--- src/rtl/spi_pkg.sv ---
// Shared SPI definitions for the master and slave (responder) blocks:
// default frame width, idle MISO fill byte and the responder FSM states.
package spi_pkg;

  localparam int SPI_FRAME_BITS = 8;
  localparam logic [SPI_FRAME_BITS-1:0] SPI_IDLE_FILL = 8'h00;

  typedef enum logic {
    IDLE  = 1'b0,
    SHIFT = 1'b1
  } spi_slv_state_t;

endpackage

--- src/rtl/spi_slave_responder_if.sv ---
// SPI pin bundle plus the byte-wide core-side load/valid interface of the
// responder. The slave modport is the responder's view; the master modport is
// the view of whatever drives the pins and the TX byte (master die + core).
interface spi_slave_responder_if
  import spi_pkg::*;
#(
  parameter int FRAME_BITS = SPI_FRAME_BITS
);

  logic                  cs_bar;
  logic                  sclk;
  logic                  din_mosi;
  logic                  dout_miso;
  logic [FRAME_BITS-1:0] tx_data;
  logic                  tx_load;
  logic                  tx_ready;
  logic [FRAME_BITS-1:0] rx_data;
  logic                  rx_valid;
  logic                  frame_err;
  logic                  busy;

  modport slave (
    input  cs_bar, sclk, din_mosi, tx_data, tx_load,
    output dout_miso, tx_ready, rx_data, rx_valid, frame_err, busy
  );

  modport master (
    output cs_bar, sclk, din_mosi, tx_data, tx_load,
    input  dout_miso, tx_ready, rx_data, rx_valid, frame_err, busy
  );

endinterface

--- src/rtl/spi_sync_edge.sv ---
// Two-flop synchronizer for an asynchronous pin plus a third flop that turns
// level changes of the synchronized signal into one-cycle rise/fall pulses.
module spi_sync_edge #(
  parameter logic RESET_VAL = 1'b0
) (
  input  logic clk,
  input  logic reset,
  input  logic i_async,
  output logic o_rise,
  output logic o_fall
);

  logic r_meta;
  logic r_sync;
  logic r_prev;

  // Synchronizer chain and edge-history flop, cleared to the pin's idle level
  always_ff @(posedge clk or posedge reset) begin
    if (reset) begin
      r_meta <= RESET_VAL;
      r_sync <= RESET_VAL;
      r_prev <= RESET_VAL;
    end else begin
      r_meta <= i_async;
      r_sync <= r_meta;
      r_prev <= r_sync;
    end
  end

  assign o_rise = r_sync & ~r_prev;
  assign o_fall = ~r_sync & r_prev;

endmodule

--- src/rtl/spi_slave_responder.sv ---
// SPI mode-0 slave, MSB first, fully oversampled in the clk domain.
// Received frames are presented as rx_data/rx_valid; the core preloads the
// next MISO byte through a one-deep TX holding buffer (tx_load/tx_ready).
module spi_slave_responder
  import spi_pkg::*;
#(
  parameter int                    FRAME_BITS = SPI_FRAME_BITS,
  parameter logic [FRAME_BITS-1:0] IDLE_FILL  = SPI_IDLE_FILL
) (
  input  logic                 clk,
  input  logic                 reset,
  spi_slave_responder_if.slave bus
);

  localparam int                CNT_W    = $clog2(FRAME_BITS + 1);
  localparam logic [CNT_W-1:0] CNT_FULL = CNT_W'(FRAME_BITS);

  spi_slv_state_t r_state;
  spi_slv_state_t w_state_nxt;

  logic [FRAME_BITS-1:0] r_tx_sr,   w_tx_sr_nxt;
  logic [FRAME_BITS-1:0] r_rx_sr,   w_rx_sr_nxt;
  logic [CNT_W-1:0]      r_cnt,     w_cnt_nxt;
  logic [FRAME_BITS-1:0] r_rx_data, w_rx_data_nxt;
  logic                  r_rx_valid, w_rx_valid_nxt;
  logic                  r_frame_err, w_frame_err_nxt;
  logic                  r_dout,    w_dout_nxt;
  logic [FRAME_BITS-1:0] r_buf,     w_buf_nxt;
  logic                  r_full,    w_full_nxt;

  logic                  r_mosi_meta;
  logic                  r_mosi_sync;

  logic                  w_sclk_rise;
  logic                  w_sclk_fall;
  logic                  w_cs_rise;
  logic                  w_cs_fall;
  logic                  w_buf_read;
  logic                  w_full_after_read;
  logic [FRAME_BITS-1:0] w_fill;

  spi_sync_edge #(.RESET_VAL(1'b0)) u_sclk_sync (
    .clk    (clk),
    .reset  (reset),
    .i_async(bus.sclk),
    .o_rise (w_sclk_rise),
    .o_fall (w_sclk_fall)
  );

  spi_sync_edge #(.RESET_VAL(1'b1)) u_cs_sync (
    .clk    (clk),
    .reset  (reset),
    .i_async(bus.cs_bar),
    .o_rise (w_cs_rise),
    .o_fall (w_cs_fall)
  );

  // MOSI only needs a level, so a plain two-flop synchronizer suffices
  always_ff @(posedge clk or posedge reset) begin
    if (reset) begin
      r_mosi_meta <= 1'b0;
      r_mosi_sync <= 1'b0;
    end else begin
      r_mosi_meta <= bus.din_mosi;
      r_mosi_sync <= r_mosi_meta;
    end
  end

  // Next MISO byte: pending buffer content, otherwise the idle fill pattern
  assign w_fill = r_full ? r_buf : IDLE_FILL;

  // FSM state register
  always_ff @(posedge clk or posedge reset) begin
    if (reset) begin
      r_state <= IDLE;
    end else begin
      r_state <= w_state_nxt;
    end
  end

  // Next-state, shift/count datapath, output pulses and TX buffer update
  always_comb begin
    w_state_nxt     = r_state;
    w_tx_sr_nxt     = r_tx_sr;
    w_rx_sr_nxt     = r_rx_sr;
    w_cnt_nxt       = r_cnt;
    w_rx_data_nxt   = r_rx_data;
    w_rx_valid_nxt  = 1'b0;
    w_frame_err_nxt = 1'b0;
    w_dout_nxt      = 1'b0;
    w_buf_read      = 1'b0;

    case (r_state)
      IDLE: begin
        w_cnt_nxt = '0;
        // A same-cycle sclk rise is dropped here: the load wins
        if (w_cs_fall) begin
          w_state_nxt = SHIFT;
          w_tx_sr_nxt = w_fill;
          w_buf_read  = 1'b1;
          // First bit goes straight to the pin so it appears with busy
          w_dout_nxt  = w_fill[FRAME_BITS-1];
        end
      end

      SHIFT: begin
        w_dout_nxt = r_tx_sr[FRAME_BITS-1];
        if (w_cs_rise) begin
          w_state_nxt = IDLE;
          w_dout_nxt  = 1'b0;
          w_cnt_nxt   = '0;
          if (r_cnt == CNT_FULL) begin
            // Last bit landed just before deselect: the frame is still good
            w_rx_data_nxt  = r_rx_sr;
            w_rx_valid_nxt = 1'b1;
          end else if (r_cnt != '0) begin
            w_frame_err_nxt = 1'b1;
          end
        end else if (r_cnt == CNT_FULL) begin
          // Publish one cycle after the last bit is shifted in
          w_rx_data_nxt  = r_rx_sr;
          w_rx_valid_nxt = 1'b1;
          w_cnt_nxt      = '0;
        end else if (w_sclk_rise) begin
          w_rx_sr_nxt = {r_rx_sr[FRAME_BITS-2:0], r_mosi_sync};
          w_cnt_nxt   = r_cnt + 1'b1;
        end else if (w_sclk_fall) begin
          // A fall with the counter at zero follows a completed frame:
          // start the next back-to-back frame from the buffer
          if (r_cnt == '0) begin
            w_tx_sr_nxt = w_fill;
            w_buf_read  = 1'b1;
          end else begin
            w_tx_sr_nxt = {r_tx_sr[FRAME_BITS-2:0], 1'b0};
          end
        end
      end

      default: begin
        w_state_nxt = IDLE;
      end
    endcase

    // A read always empties the buffer, so a coincident load is then accepted
    w_full_after_read = r_full & ~w_buf_read;
    w_buf_nxt         = r_buf;
    w_full_nxt        = w_full_after_read;
    if (bus.tx_load && !w_full_after_read) begin
      w_buf_nxt  = bus.tx_data;
      w_full_nxt = 1'b1;
    end
  end

  // Datapath and output registers
  always_ff @(posedge clk or posedge reset) begin
    if (reset) begin
      r_tx_sr     <= '0;
      r_rx_sr     <= '0;
      r_cnt       <= '0;
      r_rx_data   <= '0;
      r_rx_valid  <= 1'b0;
      r_frame_err <= 1'b0;
      r_dout      <= 1'b0;
      r_buf       <= '0;
      r_full      <= 1'b0;
    end else begin
      r_tx_sr     <= w_tx_sr_nxt;
      r_rx_sr     <= w_rx_sr_nxt;
      r_cnt       <= w_cnt_nxt;
      r_rx_data   <= w_rx_data_nxt;
      r_rx_valid  <= w_rx_valid_nxt;
      r_frame_err <= w_frame_err_nxt;
      r_dout      <= w_dout_nxt;
      r_buf       <= w_buf_nxt;
      r_full      <= w_full_nxt;
    end
  end

  assign bus.dout_miso = r_dout;
  assign bus.tx_ready  = ~r_full;
  assign bus.rx_data   = r_rx_data;
  assign bus.rx_valid  = r_rx_valid;
  assign bus.frame_err = r_frame_err;
  assign bus.busy      = (r_state == SHIFT);

endmodule

--- src/flat_wrapper.sv ---
// flat-port wrapper written by rule: the top's interface ports become plain ports
module spi_slave_responder_flat import spi_pkg::*;
#(
  parameter int                    FRAME_BITS = SPI_FRAME_BITS,
  parameter logic [FRAME_BITS-1:0] IDLE_FILL  = SPI_IDLE_FILL
)
  (clk, reset, bus_cs_bar, bus_sclk, bus_din_mosi, bus_tx_data, bus_tx_load, bus_dout_miso, bus_tx_ready, bus_rx_data, bus_rx_valid, bus_frame_err, bus_busy);
  spi_slave_responder_if #(.FRAME_BITS(FRAME_BITS)) bus_i ();
  input  logic clk;
  input  logic reset;
  input wire logic [$bits(bus_i.cs_bar)-1:0] bus_cs_bar;
  input wire logic [$bits(bus_i.sclk)-1:0] bus_sclk;
  input wire logic [$bits(bus_i.din_mosi)-1:0] bus_din_mosi;
  input wire logic [$bits(bus_i.tx_data)-1:0] bus_tx_data;
  input wire logic [$bits(bus_i.tx_load)-1:0] bus_tx_load;
  output wire logic [$bits(bus_i.dout_miso)-1:0] bus_dout_miso;
  output wire logic [$bits(bus_i.tx_ready)-1:0] bus_tx_ready;
  output wire logic [$bits(bus_i.rx_data)-1:0] bus_rx_data;
  output wire logic [$bits(bus_i.rx_valid)-1:0] bus_rx_valid;
  output wire logic [$bits(bus_i.frame_err)-1:0] bus_frame_err;
  output wire logic [$bits(bus_i.busy)-1:0] bus_busy;
  assign bus_i.cs_bar = bus_cs_bar;
  assign bus_i.sclk = bus_sclk;
  assign bus_i.din_mosi = bus_din_mosi;
  assign bus_i.tx_data = bus_tx_data;
  assign bus_i.tx_load = bus_tx_load;
  assign bus_dout_miso = bus_i.dout_miso;
  assign bus_tx_ready = bus_i.tx_ready;
  assign bus_rx_data = bus_i.rx_data;
  assign bus_rx_valid = bus_i.rx_valid;
  assign bus_frame_err = bus_i.frame_err;
  assign bus_busy = bus_i.busy;
  spi_slave_responder #(.FRAME_BITS(FRAME_BITS), .IDLE_FILL(IDLE_FILL)) u_core (.clk(clk), .reset(reset), .bus(bus_i));
endmodule
--- config.mk ---
export PLATFORM = sky130hd
export DESIGN_NAME = spi_slave_responder_flat
export DESIGN_NICKNAME = d
export VERILOG_FILES = /design/src/rtl/spi_pkg.sv /design/src/rtl/spi_slave_responder_if.sv /design/src/rtl/spi_sync_edge.sv /design/src/rtl/spi_slave_responder.sv /design/src/flat_wrapper.sv
export SDC_FILE = /design/constraint.sdc
export NUM_CORES = 1
export LEC_CHECK = 0
export ABC_AREA = 1
export BUFFER_PORTS_ARGS = -buffer_cell sky130_fd_sc_hd__buf_4
export CAP_MARGIN = 20
export CORE_MARGIN = 1.5
export CORE_UTILIZATION = 56
export CTS_CLUSTER_SIZE = 20
export DETAILED_ROUTE_END_ITERATION = 7
export PLACE_DENSITY = 0.77
export SYNTH_ARGS = -nofsm -noshare
export SYNTH_HDL_FRONTEND = slang
export SYNTH_HIERARCHICAL = 1
export SYNTH_SLANG_ARGS = --single-unit
export TNS_END_PERCENT = 20
--- constraint.sdc ---
create_clock -name clk -period 1.9 [get_ports clk]
set_input_delay 0.19 -clock clk [delete_from_list [all_inputs] [get_ports clk]]
set_output_delay 0.19 -clock clk [all_outputs]
set_load 0.02 [all_outputs]
==> metrics <==
CORE AREA=3660 um^2; Total GRT Usage=0.210; WP data required=between 2000 and 2500 ps; htree depth=2; Post-route DRC=0; Yosys cell types=23; hold_buf cts=4; post-route insts no fill=308; Die H=approximately 65 um; routed wire length=3.71 mm; Mapped Area=about 2100 um^2; origin of the worst setup path=u_core/u_cs_sync/r_sync$_DFF_PP1_; worst r2r path cells=10; post-synthesis sequential area ratio=0.574; fraction of layout cells with a size suffix above 1=0.212; Final Skew=around 6.6 ps; DR vias=between 1500 and 2000; cells after synthesis=between 200 and 250; Synth async-reset ratio=1.00; ANT cells=0; post-layout util=0.688; RSZ-0062 raised after global routing=no; Worst setup EP type=register; Post-CTS Setup Repair Bufs=0; startpoint class of the critical path=register; CTS tree=built; outcome=complete, no violations; Max-slew headroom=0.647; Hold Slack=roughly 110 ps; vias per inst=5.03; PD cells=1010 nW/um^2; initial antenna violation count=0; # IOs=27; flops & latches, synth=slightly below 50; r2r setup slk=260 ps; maximum VDD drop=just under 0.7 mV; Nets=275; Setup WS post-layout=between 200 and 300 ps; global-route wire length before repair=approximately 6.7 mm; Initial Utilization=0.585; largest net degree at the start of global routing=44; Synth Area per Inst=9.53 um^2; Die X=about 65 um; post-DP HPWL=2.56 mm; per-cell routed wire length=~12 um; Reg-to-Reg Start=u_core/u_cs_sync/r_sync$_DFF_PP1_; setup violators final=0; final hold viol count=0; Pins Over Slew Limit=0; Hold Path Class=in2reg; most frequent cells in the layout=nand2_1, dfrtp_1, buf_4; Worst-Margin Slew=530 ps; Tmin final=1640 ps; clock slew at reported path FFs=about 90 ps; Post-Syn Nets=roughly 240; Worst Path Arrival=~1900 ps; post-CTS sizing=0; vias in the first global route=about 1500; most common cell after layout, fill and taps aside=nand2_1; post-route ant nets=0; Clock Sinks=49; initial DRC count=110; Critical Path Fanout Max=10; Port Buffers=26; Inst Count DP=296; Worst Setup EP=u_core/r_buf[6]$_DFFE_PP0P_; total grt overflow=0; pre-CTS setup slack=about 280 ps; Layout Area Growth over Synthesis=17.5%; Die ar.=4210 um^2; worst setup path category=reg2reg; Root Buffer=clkbuf_8; gp weighted congestion=0.864; number of synthesized flops with an enable pin=0; first drt pass iteration count=4; Static Leak=between 1 and 1.5 nW; Max Clk Rate=609 MHz; Clk Latency, worst-skew pair=300 ps; worst-case clock buffer depth=2; number of core rows=22; Post-synth top flop=dfrtp_1; Ys Warns=6; Final period util=0.864; # Max-Cap Violations=0; cts bufs inserted=5; setup TNS=0 ps; reg2reg end=u_core/r_buf[6]$_DFFE_PP0P_
==> Yosys cell counts, drive strengths merged (2+ instances only) <==
cell type | instances | area share
nand2 | 75 | 0.15
dfrtp | 46 | 0.54
nand3 | 28 | 0.074
inv | 23 | 0.041
o21ai | 16 | 0.037
nor2 | 11 | 0.037
nand3b | 7 | 0.025
buf | 5 | 0.019
o21a | 4 | 0.014
dfstp | 3 | 0.037
ha | 2 | 0.012
nor3 | 2 | 0.0047
==> sequential cells by signal (all words and copies together) (netlist names), 4 cells and up <==
signal	count
u_core/bus.rx_data	8
u_core/r_buf	8
u_core/r_cnt	4
u_core/r_rx_sr	8
u_core/r_tx_sr	8
==> worst max-delay path, cell delays in order (launching register included) <==
cell and delay (ps):
dfstp_2 550, inv_1 40, nor2_1 230, inv_1 130
nand2_2 130, nor2_4 70, nand3_2 100, nand2_4 100
nand2_4 110, nand2_1 60, nand2_1 60
==> worst min path at each step <==
stage                               from                             endpoint  slack (ps)  depth (start not counted)
after floorplan                    reset  u_core/u_sclk_sync/r_meta$_DFF_PP0_         -60                          1
after global placement             reset  u_core/u_sclk_sync/r_meta$_DFF_PP0_          80                          2
after detailed placement           reset  u_core/u_sclk_sync/r_meta$_DFF_PP0_          90                          2
after CTS                 bus_tx_data[5]          u_core/r_buf[5]$_DFFE_PP0P_         100                          3
after global routing      bus_tx_data[4]          u_core/r_buf[4]$_DFFE_PP0P_         100                          3
final                     bus_tx_data[5]          u_core/r_buf[5]$_DFFE_PP0P_         110                          3
==> cell families (layout without fill, tap and decap cells) <==
logic type	count (synthesis)	count (layout)	share of synthesized area
compound gates	22	22	0.0595
buf+inv	28	63	0.0601
xor+xnor	1	1	0.00409
flops	49	49	0.574
fa+ha+maj	2	2	0.0117
simple gates	123	123	0.291
==> per-layer routing <==
metal,vias to the layer above,track usage,part of all wire
met5,-,0,0
met4,0,0.0824,0.016
met3,7,0.0590,0.050
met2,39,0.317,0.45
met1,716,0.287,0.48
li1,788,-,-
==> per-stage QoR <==
step	power (W)	instance area (um^2)
detailed placement	0.00189	2370
finish	0.00255	2520
floorplan	0.00175	2140
global route	0.00271	2520
CTS	0.00258	2520
global placement	0.00187	2370
==> power breakdown <==
group	internal, W	switching, W
clock network	0.000336	0.000336
logic	0.000206	0.000308
registers	0.00125	0.000117
total	0.00179	0.000761
==> layout make-up <==
class                           count  area [um^2]
Sequential cell                    49         1230
Clock buffer                        7         96.3
Inverter                           23         88.8
Multi-Input combinational cell    148          785
Timing Repair Buffer               32          250
Clock inverter                      1         8.76
Fill cell                         291         1140
Tap cell                           48         60.1
No activity file was read; power rests on OpenSTA's default activity.
